$ cat src/rtl/sem_arbiter_pkg.sv
// Shared types and helpers for the semaphore arbiter slice.
// DefaultDataWidth is the default semaphore word width.
package sem_arb_pkg;

   typedef enum logic [1:0] {
      IDLE      = 2'd0,
      GRANT     = 2'd1,
      WAIT_DROP = 2'd2
   } state_e;

   function automatic int clog2(input int value);
      int result;
      int rem;
      result = 0;
      rem    = value - 1;
      while (rem > 0) begin
         result = result + 1;
         rem    = rem >> 1;
      end
      return result;
   endfunction

   localparam int DefaultDataWidth = 1;

endpackage

$ cat src/rtl/sem_arbiter_if.sv
// Producer-side request bundle and consumer-side FIFO read port of the semaphore arbiter.
// master = producers/consumer driving requests and reads, slave = the arbiter itself.
interface sem_arbiter_if
  import sem_arb_pkg::*;
#(
  parameter int DATA_WIDTH = DefaultDataWidth,
  parameter int N_REQ      = 4,
  parameter int DEPTH      = 8
);
  localparam int LevelWidth = clog2(DEPTH) + 1;

  logic [N_REQ*DATA_WIDTH-1:0] req_data;
  logic [N_REQ-1:0]            req_valid;
  logic [N_REQ-1:0]            req_ack;
  logic [DATA_WIDTH-1:0]       sem_data_out;
  logic                        sem_data_valid_out;
  logic                        sem_data_read;
  logic                        sem_data_empty;
  logic                        fifo_full;
  logic [LevelWidth-1:0]       fifo_level;
  logic [1:0]                  state;

  modport master (
    output req_data, req_valid, sem_data_read,
    input  req_ack, sem_data_out, sem_data_valid_out, sem_data_empty,
           fifo_full, fifo_level, state
  );

  modport slave (
    input  req_data, req_valid, sem_data_read,
    output req_ack, sem_data_out, sem_data_valid_out, sem_data_empty,
           fifo_full, fifo_level, state
  );

endinterface

$ cat src/rtl/sem_arbiter_fifo.sv
// Show-ahead FIFO for the semaphore arbiter: head word is visible combinationally,
// zero when empty. Pointers wrap naturally because DEPTH is a power of two.
module sem_fifo
  import sem_arb_pkg::*;
#(
  parameter int DATA_WIDTH = DefaultDataWidth,
  parameter int DEPTH      = 8
) (
  input  logic                       clk,
  input  logic                       rst,
  input  logic                       push_i,
  input  logic [DATA_WIDTH-1:0]      data_i,
  input  logic                       pop_i,
  output logic [DATA_WIDTH-1:0]      data_o,
  output logic                       empty_o,
  output logic                       full_o,
  output logic [clog2(DEPTH):0]      level_o
);
  localparam int PtrWidth   = clog2(DEPTH);
  localparam int LevelWidth = PtrWidth + 1;

  logic [DATA_WIDTH-1:0] mem [DEPTH];
  logic [PtrWidth-1:0]   rdPtr_q, rdPtr_d;
  logic [PtrWidth-1:0]   wrPtr_q, wrPtr_d;
  logic [LevelWidth-1:0] level_q, level_d;
  logic                  wrEn, rdEn;

  assign empty_o = (level_q == '0);
  assign full_o  = (level_q == LevelWidth'(DEPTH));
  assign level_o = level_q;
  assign data_o  = empty_o ? '0 : mem[rdPtr_q];

  // A push into a full FIFO is only legal when a pop frees the slot in the same cycle.
  assign rdEn = pop_i && !empty_o;
  assign wrEn = push_i && (!full_o || rdEn);

  always_comb begin
    rdPtr_d = rdPtr_q;
    wrPtr_d = wrPtr_q;
    level_d = level_q;
    if (rdEn) begin
      rdPtr_d = rdPtr_q + 1'b1;
    end
    if (wrEn) begin
      wrPtr_d = wrPtr_q + 1'b1;
    end
    case ({wrEn, rdEn})
      2'b10:   level_d = level_q + 1'b1;
      2'b01:   level_d = level_q - 1'b1;
      default: level_d = level_q;
    endcase
  end

  always_ff @(posedge clk or posedge rst) begin
    if (rst) begin
      rdPtr_q <= '0;
      wrPtr_q <= '0;
      level_q <= '0;
    end else begin
      rdPtr_q <= rdPtr_d;
      wrPtr_q <= wrPtr_d;
      level_q <= level_d;
    end
  end

  always_ff @(posedge clk) begin
    if (wrEn) begin
      mem[wrPtr_q] <= data_i;
    end
  end

endmodule

$ cat src/rtl/sem_arbiter.sv
// Shares one semaphore FIFO between N_REQ producers via a grant/ack FSM.
// Define SEM_ARB_FIXED_PRIO_EN for fixed lowest-index priority instead of round-robin.
module sem_arbiter
  import sem_arb_pkg::*;
#(
  parameter int DATA_WIDTH = DefaultDataWidth,
  parameter int N_REQ      = 4,
  parameter int DEPTH      = 8
) (
  input logic          clk,
  input logic          rst,
  sem_arbiter_if.slave bus
);
  localparam int IdWidth    = clog2(N_REQ);
  localparam int LevelWidth = clog2(DEPTH) + 1;

  state_e                state_q, state_d;
  logic [IdWidth-1:0]    grantId_q, grantId_d;
  logic [IdWidth-1:0]    winnerId;
  logic                  winnerFound;
  logic                  pushEn;
  logic [N_REQ-1:0]      ackVec;
  logic [DATA_WIDTH-1:0] pushData;
  logic [DATA_WIDTH-1:0] headData;
  logic                  fifoEmpty, fifoFull;
  logic [LevelWidth-1:0] fifoLevel;
`ifndef SEM_ARB_FIXED_PRIO_EN
  logic [IdWidth-1:0]    rrPtr_q, rrPtr_d;
`endif

  // Scan requesters starting at the round-robin pointer (or index 0 in fixed mode).
  always_comb begin
    int idx;
    logic [IdWidth-1:0] cand;
    winnerId    = '0;
    winnerFound = 1'b0;
    idx         = 0;
    cand        = '0;
    for (int k = 0; k < N_REQ; k++) begin
`ifdef SEM_ARB_FIXED_PRIO_EN
      idx = k;
`else
      idx = int'(rrPtr_q) + k;
      if (idx >= N_REQ) begin
        idx = idx - N_REQ;
      end
`endif
      cand = IdWidth'(idx);
      if (!winnerFound && bus.req_valid[cand]) begin
        winnerId    = cand;
        winnerFound = 1'b1;
      end
    end
  end

  always_comb begin
    pushData = '0;
    for (int i = 0; i < N_REQ; i++) begin
      if (grantId_q == IdWidth'(i)) begin
        pushData = bus.req_data[i*DATA_WIDTH +: DATA_WIDTH];
      end
    end
  end

  always_comb begin
    state_d   = state_q;
    grantId_d = grantId_q;
`ifndef SEM_ARB_FIXED_PRIO_EN
    rrPtr_d   = rrPtr_q;
`endif
    pushEn    = 1'b0;
    ackVec    = '0;
    case (state_q)
      IDLE: begin
        if (!fifoFull && winnerFound) begin
          grantId_d = winnerId;
          state_d   = GRANT;
        end
      end
      GRANT: begin
        // A producer that withdrew its word while granted gets neither ack nor push.
        if (bus.req_valid[grantId_q]) begin
          pushEn            = 1'b1;
          ackVec[grantId_q] = 1'b1;
`ifndef SEM_ARB_FIXED_PRIO_EN
          rrPtr_d = (grantId_q == IdWidth'(N_REQ - 1)) ? '0 : grantId_q + 1'b1;
`endif
          state_d = WAIT_DROP;
        end else begin
          state_d = IDLE;
        end
      end
      WAIT_DROP: begin
        if (!bus.req_valid[grantId_q]) begin
          state_d = IDLE;
        end
      end
      default: state_d = IDLE;
    endcase
  end

  always_ff @(posedge clk or posedge rst) begin
    if (rst) begin
      state_q   <= IDLE;
      grantId_q <= '0;
`ifndef SEM_ARB_FIXED_PRIO_EN
      rrPtr_q   <= '0;
`endif
    end else begin
      state_q   <= state_d;
      grantId_q <= grantId_d;
`ifndef SEM_ARB_FIXED_PRIO_EN
      rrPtr_q   <= rrPtr_d;
`endif
    end
  end

  sem_fifo #(
    .DATA_WIDTH (DATA_WIDTH),
    .DEPTH      (DEPTH)
  ) u_fifo (
    .clk     (clk),
    .rst     (rst),
    .push_i  (pushEn),
    .data_i  (pushData),
    .pop_i   (bus.sem_data_read),
    .data_o  (headData),
    .empty_o (fifoEmpty),
    .full_o  (fifoFull),
    .level_o (fifoLevel)
  );

  assign bus.req_ack            = ackVec;
  assign bus.sem_data_out       = headData;
  assign bus.sem_data_valid_out = !fifoEmpty;
  assign bus.sem_data_empty     = fifoEmpty;
  assign bus.fifo_full          = fifoFull;
  assign bus.fifo_level         = fifoLevel;
  assign bus.state              = state_q;

endmodule
$ cat src/flat_wrapper.sv
// flat-port wrapper written by rule: the top's interface ports become plain ports
module sem_arbiter_flat import sem_arb_pkg::*;
#(
  parameter int DATA_WIDTH = DefaultDataWidth,
  parameter int N_REQ      = 4,
  parameter int DEPTH      = 8
)
  (clk, rst, bus_req_data, bus_req_valid, bus_sem_data_read, bus_req_ack, bus_sem_data_out, bus_sem_data_valid_out, bus_sem_data_empty, bus_fifo_full, bus_fifo_level, bus_state);
  sem_arbiter_if #(.DATA_WIDTH(DATA_WIDTH), .N_REQ(N_REQ), .DEPTH(DEPTH)) bus_i ();
  input logic clk;
  input logic rst;
  input wire logic [$bits(bus_i.req_data)-1:0] bus_req_data;
  input wire logic [$bits(bus_i.req_valid)-1:0] bus_req_valid;
  input wire logic [$bits(bus_i.sem_data_read)-1:0] bus_sem_data_read;
  output wire logic [$bits(bus_i.req_ack)-1:0] bus_req_ack;
  output wire logic [$bits(bus_i.sem_data_out)-1:0] bus_sem_data_out;
  output wire logic [$bits(bus_i.sem_data_valid_out)-1:0] bus_sem_data_valid_out;
  output wire logic [$bits(bus_i.sem_data_empty)-1:0] bus_sem_data_empty;
  output wire logic [$bits(bus_i.fifo_full)-1:0] bus_fifo_full;
  output wire logic [$bits(bus_i.fifo_level)-1:0] bus_fifo_level;
  output wire logic [$bits(bus_i.state)-1:0] bus_state;
  assign bus_i.req_data = bus_req_data;
  assign bus_i.req_valid = bus_req_valid;
  assign bus_i.sem_data_read = bus_sem_data_read;
  assign bus_req_ack = bus_i.req_ack;
  assign bus_sem_data_out = bus_i.sem_data_out;
  assign bus_sem_data_valid_out = bus_i.sem_data_valid_out;
  assign bus_sem_data_empty = bus_i.sem_data_empty;
  assign bus_fifo_full = bus_i.fifo_full;
  assign bus_fifo_level = bus_i.fifo_level;
  assign bus_state = bus_i.state;
  sem_arbiter #(.DATA_WIDTH(DATA_WIDTH), .N_REQ(N_REQ), .DEPTH(DEPTH)) u_core (.clk(clk), .rst(rst), .bus(bus_i));
endmodule
$ cat config.mk
export PLATFORM = sky130hd
export DESIGN_NAME = sem_arbiter_flat
export DESIGN_NICKNAME = d
export VERILOG_FILES = /design/src/rtl/sem_arbiter_pkg.sv /design/src/rtl/sem_arbiter_if.sv /design/src/rtl/sem_arbiter_fifo.sv /design/src/rtl/sem_arbiter.sv /design/src/flat_wrapper.sv
export SDC_FILE = /design/constraint.sdc
export NUM_CORES = 1
export LEC_CHECK = 0
export ABC_AREA = 1
export CELL_PAD_IN_SITES_DETAIL_PLACEMENT = 0
export CELL_PAD_IN_SITES_GLOBAL_PLACEMENT = 1
export CORE_MARGIN = 4
export CORE_UTILIZATION = 49
export CTS_CLUSTER_DIAMETER = 80
export DETAILED_ROUTE_END_ITERATION = 16
export DONT_BUFFER_PORTS = 1
export GPL_ROUTABILITY_DRIVEN = 0
export GPL_TIMING_DRIVEN = 0
export PLACE_DENSITY = 0.82
export SYNTH_ARGS = -nofsm -noshare
export SYNTH_HDL_FRONTEND = slang
export SYNTH_SLANG_ARGS = --single-unit
$ cat constraint.sdc
create_clock -name clk -period 6.2 [get_ports clk]
set_input_delay 0.62 -clock clk [delete_from_list [all_inputs] [get_ports clk]]
set_output_delay 0.62 -clock clk [all_outputs]
set_load 0.01 [all_outputs]
## Yosys cells after proc, flatten, opt, wreduce, memory -nomap -nowiden

Memories as Yosys holds them, arrays and structs flattened.
Cells that the tools add are included.

- Output and inout bits: 14
- Bits of input ports: 11
- Register bits after elaboration: 16
- RAM bits: 8
- Memories: 1
- Word-level logic and storage cells: 100

Memory list:

| name | words | width | read ports | clocked after memory_dff | write ports | RTL line | source |
|---|---|---|---|---|---|---|---|
| u_core.u_fifo.mem | 8 | 1 | 1 | 0 | 1 | sem_arbiter_fifo.sv:22 | `logic [DATA_WIDTH-1:0] mem [DEPTH];` |

- Muxes and demuxes: 41
- Reductions and logical operators: 20
- $lt $le $gt $ge: 10
- $add $sub $neg: 12
- Equality and inequality tests: 10

Operators by type and width:

| kind | number |
|---|---|
| $mux W2 | 12 |
| $mux W1 | 19 |
| $lt A2 B3 Y1 const B | 5 |
| $bmux W1 S2 | 5 |
| $ge A3 B3 Y1 const B | 3 |
| $eq A2 B2 Y1 const B | 4 |
| $mux W4 | 2 |
| $pmux W4 S2 | 1 |
| $sub A2 B1 Y2 const B | 4 |
| $logic_and A1 B1 Y1 | 7 |
| $add A2 B2 Y3 const B | 2 |
| $add A3 B1 Y3 const B | 2 |
| $eq A2 B1 Y1 const B | 3 |
| $pmux W2 S3 | 1 |
| $reduce_and A2 Y1 | 3 |
| $logic_not A1 Y1 | 5 |
| $add A4 B1 Y4 const B | 1 |
| $eq A4 B4 Y1 const B | 1 |
| $logic_not A2 Y1 | 2 |
| $logic_not A4 Y1 | 1 |
| $sub A4 B1 Y4 const B | 1 |
| $add A2 B1 Y3 const B | 1 |
| $ge A2 B3 Y1 const B | 1 |
| $add A2 B1 Y2 const B | 1 |
| 6 further kinds | 6 |

## Logic depth before layout (Yosys ltp)

- Depth in word-level cells: 17
- Mapped depth: 13
- Gate-level depth less buffers: 13

## Cells and area by module

Synthesis repeated with hierarchy kept, for this count alone.

- Cell total of the unflattened synthesis: 203
- Area total of the unflattened synthesis: 1626.6 um2

By module, submodules not included:

| module | times used | seq. area each (um2) | cells an instance | area an instance (um2) |
|---|---|---|---|---|
| sem_fifo | 1 | 490.5 | 99 | 998.5 |
| sem_arbiter | 1 | 150.1 | 104 | 628.1 |

## Worst setup path after synthesis

No wires, ideal clock.

- Path type: in2reg
- Start point: input port bus_req_valid[1]
- End point: register u_core.u_fifo.level_q[2] (netlist: u_core.u_fifo.level_o[2])
- Library setup time: 0.128 ns
- Cell stages on the path: 11
- Required time: 6.072 ns
- Buffers on the path: 0
- Arrival time: 1.935 ns
- Slack: 4.137 ns
- Path through: nand2_1 -> nand3_2 -> nand2_4 -> nor2_8 -> o21ai_4 -> ha_1 -> xor2_1 -> ha_1 -> a21oi_1 -> xnor2_1 -> o21ai_0

- Cells in the longest elaborated chain, start to end: 7
- Elaborated cells on any way between the ends: 9
- Classes of those cells: eq/ne (2); mux (5); reduce/logical (2)

Ends and longest elaborated chain:

| element | RTL line | source |
|---|---|---|
| start: declaration | flat_wrapper.sv:13 | `input wire logic [$bits(bus_i.req_valid)-1:0] bus_req_valid;` |
| $bmux W1 S2 * | sem_arbiter.sv:82 | `if (bus.req_valid[grantId_q]) begin` |
| $mux W1 (implied by the code) * | sem_arbiter.sv:82 |  |
| $mux W1 * | sem_arbiter.sv:82 |  |
| $mux W1 * | sem_arbiter.sv:73 | `case (state_q)` |
| $logic_and A1 B1 Y1 * | sem_arbiter_fifo.sv:35 | `assign wrEn = push_i && (!full_o \|\| rdEn);` |
| $eq A2 B1 Y1 / $eq A2 B2 Y1 (equally long branches) | sem_arbiter_fifo.sv:47 | `case ({wrEn, rdEn})` |
| $pmux W4 S2 / $reduce_bool A2 Y1 (equally long branches) | - |  |
| end signal: assignment | sem_arbiter_fifo.sv:62 | `level_q <= level_d;` |
| end: declaration | sem_arbiter_fifo.sv:25 | `logic [LevelWidth-1:0] level_q, level_d;` |

Mark *: on every way between the ends. The rest lies on a longest branch, timed or not. The select of a mux whose other input is x is not followed.
A chain may end at the register's enable or synchronous reset.

## Worst setup path in the final report

- Start point: register u_core.u_fifo.level_q[1] (netlist: u_core.u_fifo.level_o[1])
- End point: register u_core.u_fifo.level_q[2] (netlist: u_core.u_fifo.level_o[2])

- Cells in the longest elaborated chain, start to end: 7
- Elaborated cells on any way between the ends: 13
- Classes of those cells: add/sub (2); eq/ne (3); mux (1); reduce/logical (7)

Ends and longest elaborated chain:

| element | RTL line | source |
|---|---|---|
| $logic_not A4 Y1 * | sem_arbiter_fifo.sv:28 | `assign empty_o = (level_q == '0);` |
| $logic_not A1 Y1 * | - |  |
| named net bus_sem_data_valid_out | flat_wrapper.sv:17 | `output wire logic [$bits(bus_i.sem_data_valid_out)-1:0] bus_sem_data_valid_out;` |
| $logic_and A1 B1 Y1 * | sem_arbiter_fifo.sv:34 | `assign rdEn = pop_i && !empty_o;` |
| named net u_core.u_fifo.rdEn | sem_arbiter_fifo.sv:26 | `logic wrEn, rdEn;` |
| $logic_or A1 B1 Y1 | sem_arbiter_fifo.sv:35 |  |
| $logic_and A1 B1 Y1 | sem_arbiter_fifo.sv:35 |  |
| $eq A2 B1 Y1 / $eq A2 B2 Y1 (equally long branches) | sem_arbiter_fifo.sv:47 |  |
| $pmux W4 S2 / $reduce_bool A2 Y1 (equally long branches) | - |  |

Mark *: on every way through the listed nets, which the timed path passes. The rest lies on a longest branch.

==> qor.txt <==
Final period util: 38.0%
most frequent CP cell: ha_1
Max clock buf depth: 2
CP arrival: 2570 ps
Crit path max-delay family: simple AND/OR/NAND/NOR gates
Setup WS post-layout: 3840 ps
status: complete, no violations
Pleak: 0.000855 uW
RSZ-0062 raised after global routing: false
Crit path largest cell delay: 500 ps
worst vdd ir: 0.286 mV
Starting DRT DRC Count: 57
setup_tns: 0 ps
DRT antenna net count: 0
Synth area leader: dfrtp_1
DR top layer: met4
vias in the first global route: 1,245
Post-Route M1 WL: 1520 um
initial antenna violation count: 0
Critical Path RT: 6410 ps
minimum clock period: 2360 ps
drc violations: 0
Distinct cells, synth: 27
Worst Tran Pin Value: 660 ps
most frequent cell after synthesis: nand2_1
H-tree depth: 1
Root Driver: clkbuf_4
Post-Syn Area: 1610 um^2
fmax: 0.424 GHz
TritonCTS clock tree: yes
metal3 WL: 166 um
Seq/Total Area, Yosys: 39.7%
chip width: 65.4 um
synthesis-to-finish area growth: 6.67%
Worst-Skew Late Latency: 320 ps
Die Height: 65.4 um
Mapped Cells: 210
number of synthesized flops with an enable pin: 8
Port Buffers: 0
Hold WC Path Type: in -> async
largest net degree at the start of global routing: 17
crit path max fanout: 6
setup violators final: 0
Buf/Inv on CP: 1
GR Util All Layers: 17.0%
total CTS buffers: 3
crit path cell chain: nor2_1, nand3_1, nand2_1, inv_1, ha_1, xor2_1, ha_1, a21oi_1, xnor2_1, o21ai_0
Starting Density: 52.0%
Rows: 20
postcts setup bufs: 0
Fin. Hold Viols: 0
Post-Place Worst Slack: 3850 ps
DIE AREA: 4270 um^2
Core Area: 3100 um^2
Top-Level Pins: 25
metal2 WL: 1480 um
Synth async-reset ratio: 66.7%
n_diodes: 0
share of layout cells above drive strength 1: 11.7%
Post-Syn Area per Cell: 7.68 um^2
register bit count reported by yosys: 24
grt total ovfl: 0
Pins Over Slew Limit: 0
hpwl dp: 2580 um
Post-Syn Nets: 230
multi-input logic area: 843 um^2
first-pass GRT wire length: 5700 um
WL/cell: 12.4 um
crit path capture type: flip-flop
clk sink count: 24
first-pass iteration count of the detailed router: 4
Max Cap Viol: 0
Power Density: 545 nW/um^2
fin util: 55.4%
vias per cell: 5.03
fillers: 317
startpoint types: flip-flop
synth top area cells: dfrtp_1 (25%), edfxtp_1 (15%), nand2_1 (15%), ha_1 (7.0%), inv_1 (6.1%)
area share of the largest cell type after synthesis: 24.8%
critical path class: reg -> reg
Vias: 1,299
Post-CTS Resized: 0
top_reg_cell synth: dfrtp_1
Fin Clk Skew: 5.37 ps
CTS clk-pin slew, worst paths: 140 ps
DRT Wirelength: 3190 um
critical path's slowest cell: dfrtp_1
yosys warns: 0
hold-fix buffers at CTS: 0
top cells by count, synth: nand2_1 (63), inv_1 (26), nor2_1 (23)
FF/Latch Area: 641 um^2
final net count: 235
Slew HR: 55.9%
[layer usage]
metal / global-route usage [%] / up-vias
met1: 22.9 / 596
met4: 2.33 / 0
li1: - / 667
met3: 4.79 / 4
met5: 0 / -
met2: 27.9 / 32
[state kept, by name (all words and copies together) (netlist names)]
signal and flops:
u_core.u_fifo.level_o 4, u_core.u_fifo.mem 8, u_core.rrPtr_q 2, u_core.u_fifo.rdPtr_q 3
u_core.grantId_q 2, u_core.u_fifo.wrPtr_q 3, u_core.bus.state 2
[final timing paths]
kind / startpoint / end / slack (ps) / cells after the start
hold reg to reg: u_core.u_fifo.wrPtr_q[2] / u_core.u_fifo.wrPtr_q[2] / 530 / 1
max in group asynchronous: rst / u_core.u_fifo.wrPtr_q[1] / 5520 / 1
setup reg to reg: u_core.u_fifo.level_o[1] / u_core.u_fifo.level_o[2] / 3840 / 10
hold / removal: rst / u_core.u_fifo.rdPtr_q[1] / 260 / 1
setup / recovery: u_core.u_fifo.level_o[1] / u_core.u_fifo.level_o[2] / 3840 / 10
min in group clk: bus_sem_data_read / u_core.u_fifo.rdPtr_q[0] / 460 / 2
[per-stage QoR]
stage          std cells  hold WS [ps]  instance area [um^2]  total power (uW)
4_1_cts              258           275                  1720               950
3_3_place_gp         254           510                  1670               810
2_1_floorplan        210           483                  1610               725
5_1_grt              258           316                  1720              1040
3_5_place_dp         254           517                  1670               832
6_report             258           258                  1720               938
[logic make-up (layout without fill, tap and decap cells)]
| group | after synthesis | count (layout) | share of synthesized area, % |
|---|---|---|---|
| AOI/OAI and AO/OA | 21 | 21 | 7.68 |
| xor gates and xnor gates | 8 | 8 | 4.34 |
| and+or+nand+nor | 117 | 117 | 33.3 |
| adders and majority gates | 9 | 9 | 6.98 |
| DFF | 24 | 24 | 39.7 |
| buffers and inverters | 31 | 35 | 7.99 |
[report_power, final]
group	internal [uW]	switching [uW]	leakage (uW)	total, uW
Combinational	184	331	0.000561	514
Clock	65.4	49.0	0.0000279	114
Sequential	236	73.6	0.000266	310
Total	485	453	0.000855	938
[cell usage in the layout (no fill, tap or decap)]
cell type and instances:
inv_6 1, nor2_8 1, nand2_2 3, inv_2 3, or2_4 1, bufinv_16 1, nand3_1 12, buf_6 1
edfxtp_1 8, o21ai_0 12, nand3_2 4, and2_1 1, dfrtp_1 16, o21ai_4 1, ha_1 9, nor2_2 5
a21o_1 1, nor2_1 23, o211ai_1 1, clkbuf_4 3, xnor2_1 3, a21oi_1 4, nand2_1 63, inv_1 26
xor2_1 5, nand2_4 1, a31oi_1 2, nor3_1 1, nand4_1 2
[cell type report]
cell class              count  area share [%]
clock inverters             1            1.75
inverters                  30            6.84
clock buffers               3            1.31
well taps                  44            3.20
multi-input cells         155            49.0
flip-flops and latches     24            37.2
plain buffers               1           0.655
No activity file was read; power rests on OpenSTA's default activity.
